===== src/rtl/hsv_core_issue_multi.sv =====
// Issue stage: register file, per-register pending scoreboard and one output register feeding NUM_UNITS units.
// Optional HSV_ISSUE_BYPASS_EN forwards a same-cycle writeback into operands and the hazard check.
module hsv_core_issue_multi #(
  parameter int NUM_UNITS = 4,
  parameter int XLEN      = 32,
  parameter int NUM_REGS  = 32,
  localparam int RAW      = $clog2(NUM_REGS)
) (
  input  logic                 clk_core,
  input  logic                 rst_core,
  input  logic                 flush_req,
  output logic                 flush_ack,
  input  logic                 in_valid,
  output logic                 in_ready,
  input  logic [XLEN-1:0]      in_pc,
  input  logic [XLEN-1:0]      in_immediate,
  input  logic [RAW-1:0]       in_rs1_addr,
  input  logic [RAW-1:0]       in_rs2_addr,
  input  logic [RAW-1:0]       in_rd_addr,
  input  logic                 in_rd_write,
  input  logic [NUM_UNITS-1:0] in_unit_sel,
  output logic [XLEN-1:0]      out_pc,
  output logic [XLEN-1:0]      out_rs1,
  output logic [XLEN-1:0]      out_rs2,
  output logic [XLEN-1:0]      out_immediate,
  output logic [RAW-1:0]       out_rd_addr,
  output logic [NUM_UNITS-1:0] out_valid,
  input  logic [NUM_UNITS-1:0] out_ready,
  input  logic                 wr_en,
  input  logic [RAW-1:0]       wr_addr,
  input  logic [XLEN-1:0]      wr_data,
  output logic                 err_illegal_sel
);

  typedef enum logic {S_RUN, S_FLUSH} state_e;

  typedef struct packed {
    logic [XLEN-1:0] pc;
    logic [XLEN-1:0] rs1;
    logic [XLEN-1:0] rs2;
    logic [XLEN-1:0] imm;
    logic [RAW-1:0]  rd;
  } disp_t;

  state_e                state_q, state_d;
  logic                  run, flush_go;
  logic [XLEN-1:0]       rf_q [NUM_REGS];
  logic [NUM_REGS-1:0]   pend_q, pend_d, pend_eff;
  logic [NUM_UNITS-1:0]  ov_q, ov_d;
  disp_t                 disp_q, disp_d;
  logic                  err_q, err_d;
  logic [XLEN-1:0]       rs1_val, rs2_val;
  logic                  sel_onehot, hazard, drain, accept, issue_ok;

  // FSM: state register
  always_ff @(posedge clk_core) begin
    if (rst_core) state_q <= S_RUN;
    else          state_q <= state_d;
  end

  // FSM: next state
  always_comb begin
    state_d = state_q;
    case (state_q)
      S_RUN:   if (flush_req)  state_d = S_FLUSH;
      S_FLUSH: if (!flush_req) state_d = S_RUN;
      default: state_d = S_RUN;
    endcase
  end

  // FSM: outputs
  always_comb begin
    run       = (state_q == S_RUN);
    flush_ack = (state_q == S_FLUSH);
  end

  assign flush_go   = run & flush_req;
  assign sel_onehot = (in_unit_sel != '0) &&
                      ((in_unit_sel & (in_unit_sel - NUM_UNITS'(1))) == '0);

  // Effective pending view; with bypass a same-cycle writeback already resolves its register.
  always_comb begin
    pend_eff = pend_q;
`ifdef HSV_ISSUE_BYPASS_EN
    if (wr_en) pend_eff[wr_addr] = 1'b0;
`endif
  end

  assign hazard = pend_eff[in_rs1_addr] | pend_eff[in_rs2_addr] |
                  (in_rd_write & pend_eff[in_rd_addr]);
  assign drain  = |(ov_q & out_ready);

  assign in_ready = ((ov_q == '0) | drain) & ~hazard & run & ~flush_req & ~rst_core;
  assign accept   = in_valid & in_ready;
  assign issue_ok = accept & sel_onehot;

  always_comb begin
    rs1_val = rf_q[in_rs1_addr];
    rs2_val = rf_q[in_rs2_addr];
`ifdef HSV_ISSUE_BYPASS_EN
    if (wr_en && wr_addr != '0 && wr_addr == in_rs1_addr) rs1_val = wr_data;
    if (wr_en && wr_addr != '0 && wr_addr == in_rs2_addr) rs2_val = wr_data;
`endif
  end

  always_comb begin
    ov_d   = ov_q;
    disp_d = disp_q;
    if (drain) ov_d = '0;
    if (issue_ok) begin
      ov_d       = in_unit_sel;
      disp_d.pc  = in_pc;
      disp_d.rs1 = rs1_val;
      disp_d.rs2 = rs2_val;
      disp_d.imm = in_immediate;
      disp_d.rd  = in_rd_addr;
    end
    if (flush_go) ov_d = '0;
  end

  // Set beats clear on the same register; flush wipes everything.
  always_comb begin
    pend_d = pend_q;
    if (wr_en) pend_d[wr_addr] = 1'b0;
    if (issue_ok && in_rd_write && in_rd_addr != '0) pend_d[in_rd_addr] = 1'b1;
    if (flush_go) pend_d = '0;
    pend_d[0] = 1'b0;
  end

  assign err_d = accept & ~sel_onehot;

  always_ff @(posedge clk_core) begin
    if (rst_core) begin
      ov_q   <= '0;
      disp_q <= '0;
      pend_q <= '0;
      err_q  <= 1'b0;
      for (int r = 0; r < NUM_REGS; r++) rf_q[r] <= '0;
    end else begin
      ov_q   <= ov_d;
      disp_q <= disp_d;
      pend_q <= pend_d;
      err_q  <= err_d;
      if (wr_en && wr_addr != '0) rf_q[wr_addr] <= wr_data;
    end
  end

  assign out_valid       = ov_q;
  assign out_pc          = disp_q.pc;
  assign out_rs1         = disp_q.rs1;
  assign out_rs2         = disp_q.rs2;
  assign out_immediate   = disp_q.imm;
  assign out_rd_addr     = disp_q.rd;
  assign err_illegal_sel = err_q;

endmodule


===== config.mk =====
export PLATFORM = sky130hd
export DESIGN_NAME = hsv_core_issue_multi
export DESIGN_NICKNAME = d
export VERILOG_FILES = /design/src/rtl/hsv_core_issue_multi.sv
export SDC_FILE = /design/constraint.sdc
export NUM_CORES = 2
export LEC_CHECK = 0
export BUFFER_PORTS_ARGS = -buffer_cell sky130_fd_sc_hd__buf_2
export CAP_MARGIN = 20
export CORE_MARGIN = 3
export CORE_UTILIZATION = 55
export DETAILED_ROUTE_END_ITERATION = 10
export PLACE_DENSITY = 0.8
export SKIP_CTS_REPAIR_TIMING = 1
export SLEW_MARGIN = 20
export SYNTH_ARGS = -nofsm -noshare
export SYNTH_HDL_FRONTEND = slang
export SYNTH_SLANG_ARGS = --single-unit

===== constraint.sdc =====
create_clock -name clk_core -period 2.85 [get_ports clk_core]
set_clock_uncertainty 0.15 [all_clocks]
set_input_delay 0.1425 -clock clk_core [delete_from_list [all_inputs] [get_ports clk_core]]
set_output_delay 0.1425 -clock clk_core [all_outputs]
set_load 0.02 [all_outputs]

# After elaboration in Yosys (flattened, before gate mapping)
# Memory sizes are Yosys's and may differ from the RTL's. A register that Yosys moved wholly into a read port is not among the register bits.
# Index checks and enable logic that the tools add are counted.
[totals]
ramBits = 1024
inputBits = 130
out_inout_bits = 140
reg_bits = 107
memories = 1
wordCells = 76
[memory_table]
columns = ["memory", "words", "word_bits", "read_ports", "rd_clocked_by_memory_dff", "write_ports", "line_no", "rtl"]
rows = [
  ["rf_q", 32, 32, 2, 2, 32, "47", "logic [XLEN-1:0] rf_q [NUM_REGS];"],
]
[classes]
n_mux = 23
addsub = 1
n_reduce_logical = 15
order_cmp = 6
bitwise_logic = 22
[op_table]
columns = ["cell", "n"]
rows = [
  ["$mux W32", 3],
  ["$and A32 B32 Y32", 1],
  ["$not A32 Y32", 1],
  ["$or A32 B32 Y32", 1],
  ["$reduce_or A32 Y1", 1],
  ["$lt A5 B6 Y1 const B", 4],
  ["$bmux W1 S5", 3],
  ["$mux W1", 12],
  ["$demux W1 S5", 2],
  ["$ge A5 B1 Y1 const B", 2],
  ["$reduce_bool A5 Y1", 2],
  ["$and A1 B1 Y1", 9],
  ["$and A4 B4 Y4", 2],
  ["$logic_not A4 Y1", 2],
  ["$mux W4", 2],
  ["$logic_and A1 B1 Y1", 6],
  ["$mux W5", 1],
  ["$not A1 Y1", 5],
  ["$reduce_bool A4 Y1", 1],
  ["$reduce_or A4 Y1", 1],
  ["$sub A4 B1 Y4 const B", 1],
  ["$or A1 B1 Y1", 3],
  ["$reduce_bool A2 Y1", 1],
  ["$reduce_or A2 Y1", 1],
]

# Depth between registers and ports, before layout
[logic_depth]
depth_word = 14
mapped_depth = 13
mapped_depth_nobuf = 8

# Worst setup path after synthesis
# OpenSTA, ideal clock, no wires.
[synth_timing]
path_type = "input to register"
from = "in wr_addr[2]"
to = "mem rf_q[4][0], enable pin"
cell_stages = 4
arrival_ps = 2511
setup_slack_ps = -239
required_time_ps = 2272
setup_ps = 428
n_path_buf = 2
cell_sequence = "clkbuf_1 -> or3b_2 -> clkbuf_1 -> o21bai_1"
[synth_lines]
columns = ["element", "line_no", "rtl"]
rows = [
  ["start: declaration", "30", "input logic [RAW-1:0] wr_addr,"],
  ["end: declaration", "47", ""],
]

# Worst setup path after layout
[layout_timing]
from = "reg pend_q[16], in the netlist pend_eff[16]"
to = "out in_ready"
[layout_via]
elab_chain_cells = 9
word_cells_on_any_way = 14
cone_classes = "mux: 6; bitwise: 8"
[layout_lines]
columns = ["element", "line_no", "rtl"]
rows = [
  ["start: declaration", "48", "logic [NUM_REGS-1:0] pend_q, pend_d, pend_eff;"],
  ["start signal: assignment", "142", "pend_q <= pend_d;"],
  ["$bmux W1 S5 (on tied branches)", "89, 90", ""],
  ["$mux W1 (on tied branches)", "89, 90", ""],
  ["$or A1 B1 Y1 / $and A1 B1 Y1 (equally long branches)", "89, 90", ""],
  ["$or A1 B1 Y1 *", "89", "assign hazard = pend_eff[in_rs1_addr] | pend_eff[in_rs2_addr] |"],
  ["$not A1 Y1 *", "93", "assign in_ready = ((ov_q == '0) | drain) & ~hazard & run & ~flush_req & ~rst_core;"],
  ["$and A1 B1 Y1 * (4 in a row)", "93", ""],
  ["end: declaration", "14", "output logic in_ready,"],
]
# Every way passes the cells marked *; elsewhere a longest branch is shown, timed or not. The select of a mux whose other input is x is not followed.

==> results.yml <==
synth:
  synthTopCellsByCount: "edfxtp_1, and2_1, clkbuf_1, mux4_2, dfxtp_1"
  syn-instance-count: 4520
  synth_ff_type: "edfxtp_1"
  synth-edff-count: 1024
  syn_area_um2: 61900
  avgSynthCellArea_um2: 13.7
  synth_top_cell_by_area: "edfxtp_1"
  synth-seq-area-share: 0.552
  ys_types: 55
  yosysMostFrequentCell: "edfxtp_1"
  synthTopCellsByArea: "edfxtp_1, mux4_2, and2_1, dfxtp_1, mux2_2"
  ys_warn_count: 0
  netlist.area_leader.share: 0.497
  async_flop_share: 0
  ys_ff_latch: 1194
floorplan:
  io_pins: 270
  die_area_um2: 117000
  die-width_um: 341
  start_util: 0.557
  rows: 122
  die_y_um: 341
  core_um2: 111000
worst_hold_path:
  hp-class: "input pin to flop"
  hp-start: "wr_data[26]"
route:
  avgViaCountPerCell: 6.96
  drt_iter0_drc: 7068
  finalWirelength_um: 211000
  drtAntennaViolNets: 0
  num_vias: 45586
  drc: 0
  wl_per_cell_um: 32.3
  first_pass_iters: 8
clocking:
  cts_tree: "done"
  cts_inserted_buffers: 120
  clkSinkCount: 1194
  clockBufferDepth: 3
  cts-root-buf: "clkbuf_16"
  cts.clk_slew.worst_paths_ps: 70
  htree_levels: 3
  clk_latency_ps: 740
setup_path:
  arrival_ps: 2850
  crit_fanout: 3
  r2r_slack_ps: -280
  cp-end-kind: "output port"
  crit_type: "flop to output port"
  cp.required_ps: 2560
  r2r-start: "pend_eff[16]$_SDFF_PP0_"
  cp-startpoint: "pend_eff[16]$_SDFF_PP0_"
  crit_path_start_kind: "flop"
status:
  status: "complete, but fails checks"
  violations: "hold timing, setup timing"
final_layout:
  layout-drive-gt1-share: 0.303
  post-route-util: 0.663
  nets: 5078
  fillers: 7537
  seq_area_um2: 34200
  area_growth_pct: 19.1
  multiInputGateArea_um2: 26600
power:
  leakage_nw: 26.4
  ir_drop_mv: 0.609
  p_per_area_nw_per_um2: 564
global_route:
  grt_max_degree: 95
  gr-total-overflow: 0
  track_usage: 0.348
  grt_pass1_vias: 45181
  antenna_found_initial: 17
  grt_first_pass_wirelength_um: 298000
timing:
  fmax_mhz: 318
  timing_worst_slew_pin_value_ps: 990
  min_period_ps: 3140
  rsz0062_at_grt: "yes"
  slew_viol_final: 0
  finalSetupViolations: 152
  maxSlewHeadroom: 0.338
  final.period_utilization: 1.10
  whs_ps: -7.50
  hold_viol: 5
  fin_ws_ps: -290
placement:
  hpwl_um: 128000
  portBuffers: 269
  pre_cts_ws_ps: -55.9
  gp_congestion: 0.940
run:
  drv_cap: 0
flip-flops by register name (all words and copies together) (netlist names):
signal	cells
out_rs1	32
rf_q	1024
err_illegal_sel	1
out_rd_addr	5
out_pc	32
out_immediate	32
pend_eff	31
out_valid	4
out_rs2	32
flush_ack	1
worst max-delay path, cell delays in order (launching register included):
cell,delay [ps]
dfxtp_2,340
mux4_2,460
mux2_4,280
nand3b_1,80
nand4_1,70
or4_4,590
clkinv_8,80
buf_16,110
buf_8,110
metal layers:
metal	vias up	part of all wire	track usage
li1	18305	-	-
met1	22427	0.33	0.440
met2	4000	0.45	0.526
met3	846	0.15	0.112
met4	8	0.071	0.210
met5	-	0.00023	0
cell type report:
| class | instances | share of cell area |
|---|---|---|
| Sequential cell | 1194 | 0.464 |
| Multi-Input combinational cell | 2842 | 0.361 |
| Timing Repair Buffer | 784 | 0.0959 |
| Clock buffer | 172 | 0.0458 |
| Tap cell | 1488 | 0.0253 |
| Clock inverter | 52 | 0.00717 |
| Inverter | 6 | 0.000476 |
| Antenna cell | 10 | 0.000340 |
where the power goes:
group	internal (mW)	switching, mW
Clock	9.02	6.84
Combinational	2.32	3.09
Sequential	19.8	0.478
Total	31.2	10.4
path summary, 6_finish.rpt:
kind / to / depth (start not counted)
min: rf_q[21][26]$_SDFFCE_PN0P_ / 2
max: in_ready / 8
max reg2reg: out_rs2[10]$_SDFFE_PP0N_ / 11
min reg2reg: out_pc[4]$_SDFFE_PP0N_ / 2
per-stage QoR:
step	setup TNS (ps)	total power, mW	instances	cell area [um2]
3_5_place_dp	-1580	25.6	6179	67500
6_report	-27560	41.6	6548	73700
4_1_cts	-2000	41.1	6403	71400
3_3_place_gp	-281	25.4	6179	67500
2_1_floorplan	-5160	23.4	4551	62000
5_1_grt	-39730	42.5	6539	73600
placed cells by master, fill, tap and decap left out, types with 21 or more instances in the layout:
| cell | Yosys | routed |
|---|---|---|
| and2_1 | 996 | 996 |
| nand3_1 | 22 | 22 |
| a31oi_1 | 129 | 129 |
| conb_1 | 1 | 32 |
| buf_2 | 34 | 258 |
| clkbuf_16 | 0 | 134 |
| a22oi_1 | 132 | 132 |
| o31ai_2 | 0 | 29 |
| a221o_1 | 64 | 64 |
| buf_12 | 0 | 94 |
| o22ai_1 | 66 | 66 |
| a21oi_1 | 99 | 98 |
| a211oi_1 | 66 | 59 |
| buf_4 | 2 | 289 |
| clkinv_1 | 1 | 21 |
| mux2_2 | 139 | 138 |
| edfxtp_1 | 1024 | 1024 |
| dlygate4sd3_1 | 0 | 113 |
| clkbuf_1 | 404 | 38 |
| o21ai_0 | 39 | 39 |
| or2_2 | 30 | 30 |
| nor2_1 | 106 | 72 |
| o211ai_1 | 29 | 29 |
| dfxtp_1 | 170 | 167 |
| o221ai_1 | 32 | 32 |
| nand3b_1 | 71 | 71 |
| nor2_2 | 0 | 31 |
| nor2b_1 | 52 | 47 |
| nand4_1 | 35 | 35 |
| mux4_2 | 391 | 391 |
| mux2i_1 | 152 | 152 |
| o31ai_4 | 0 | 23 |
kinds of logic after synthesis:
group | synth area share
AND/OR/NAND/NOR | 0.134
flip-flops | 0.552
other | 0.0000606
XOR/XNOR | 0.000142
multiplexers | 0.199
buffers and inverters | 0.0321
AO/OA/AOI/OAI | 0.0833
(Power assumes the default switching activity.)
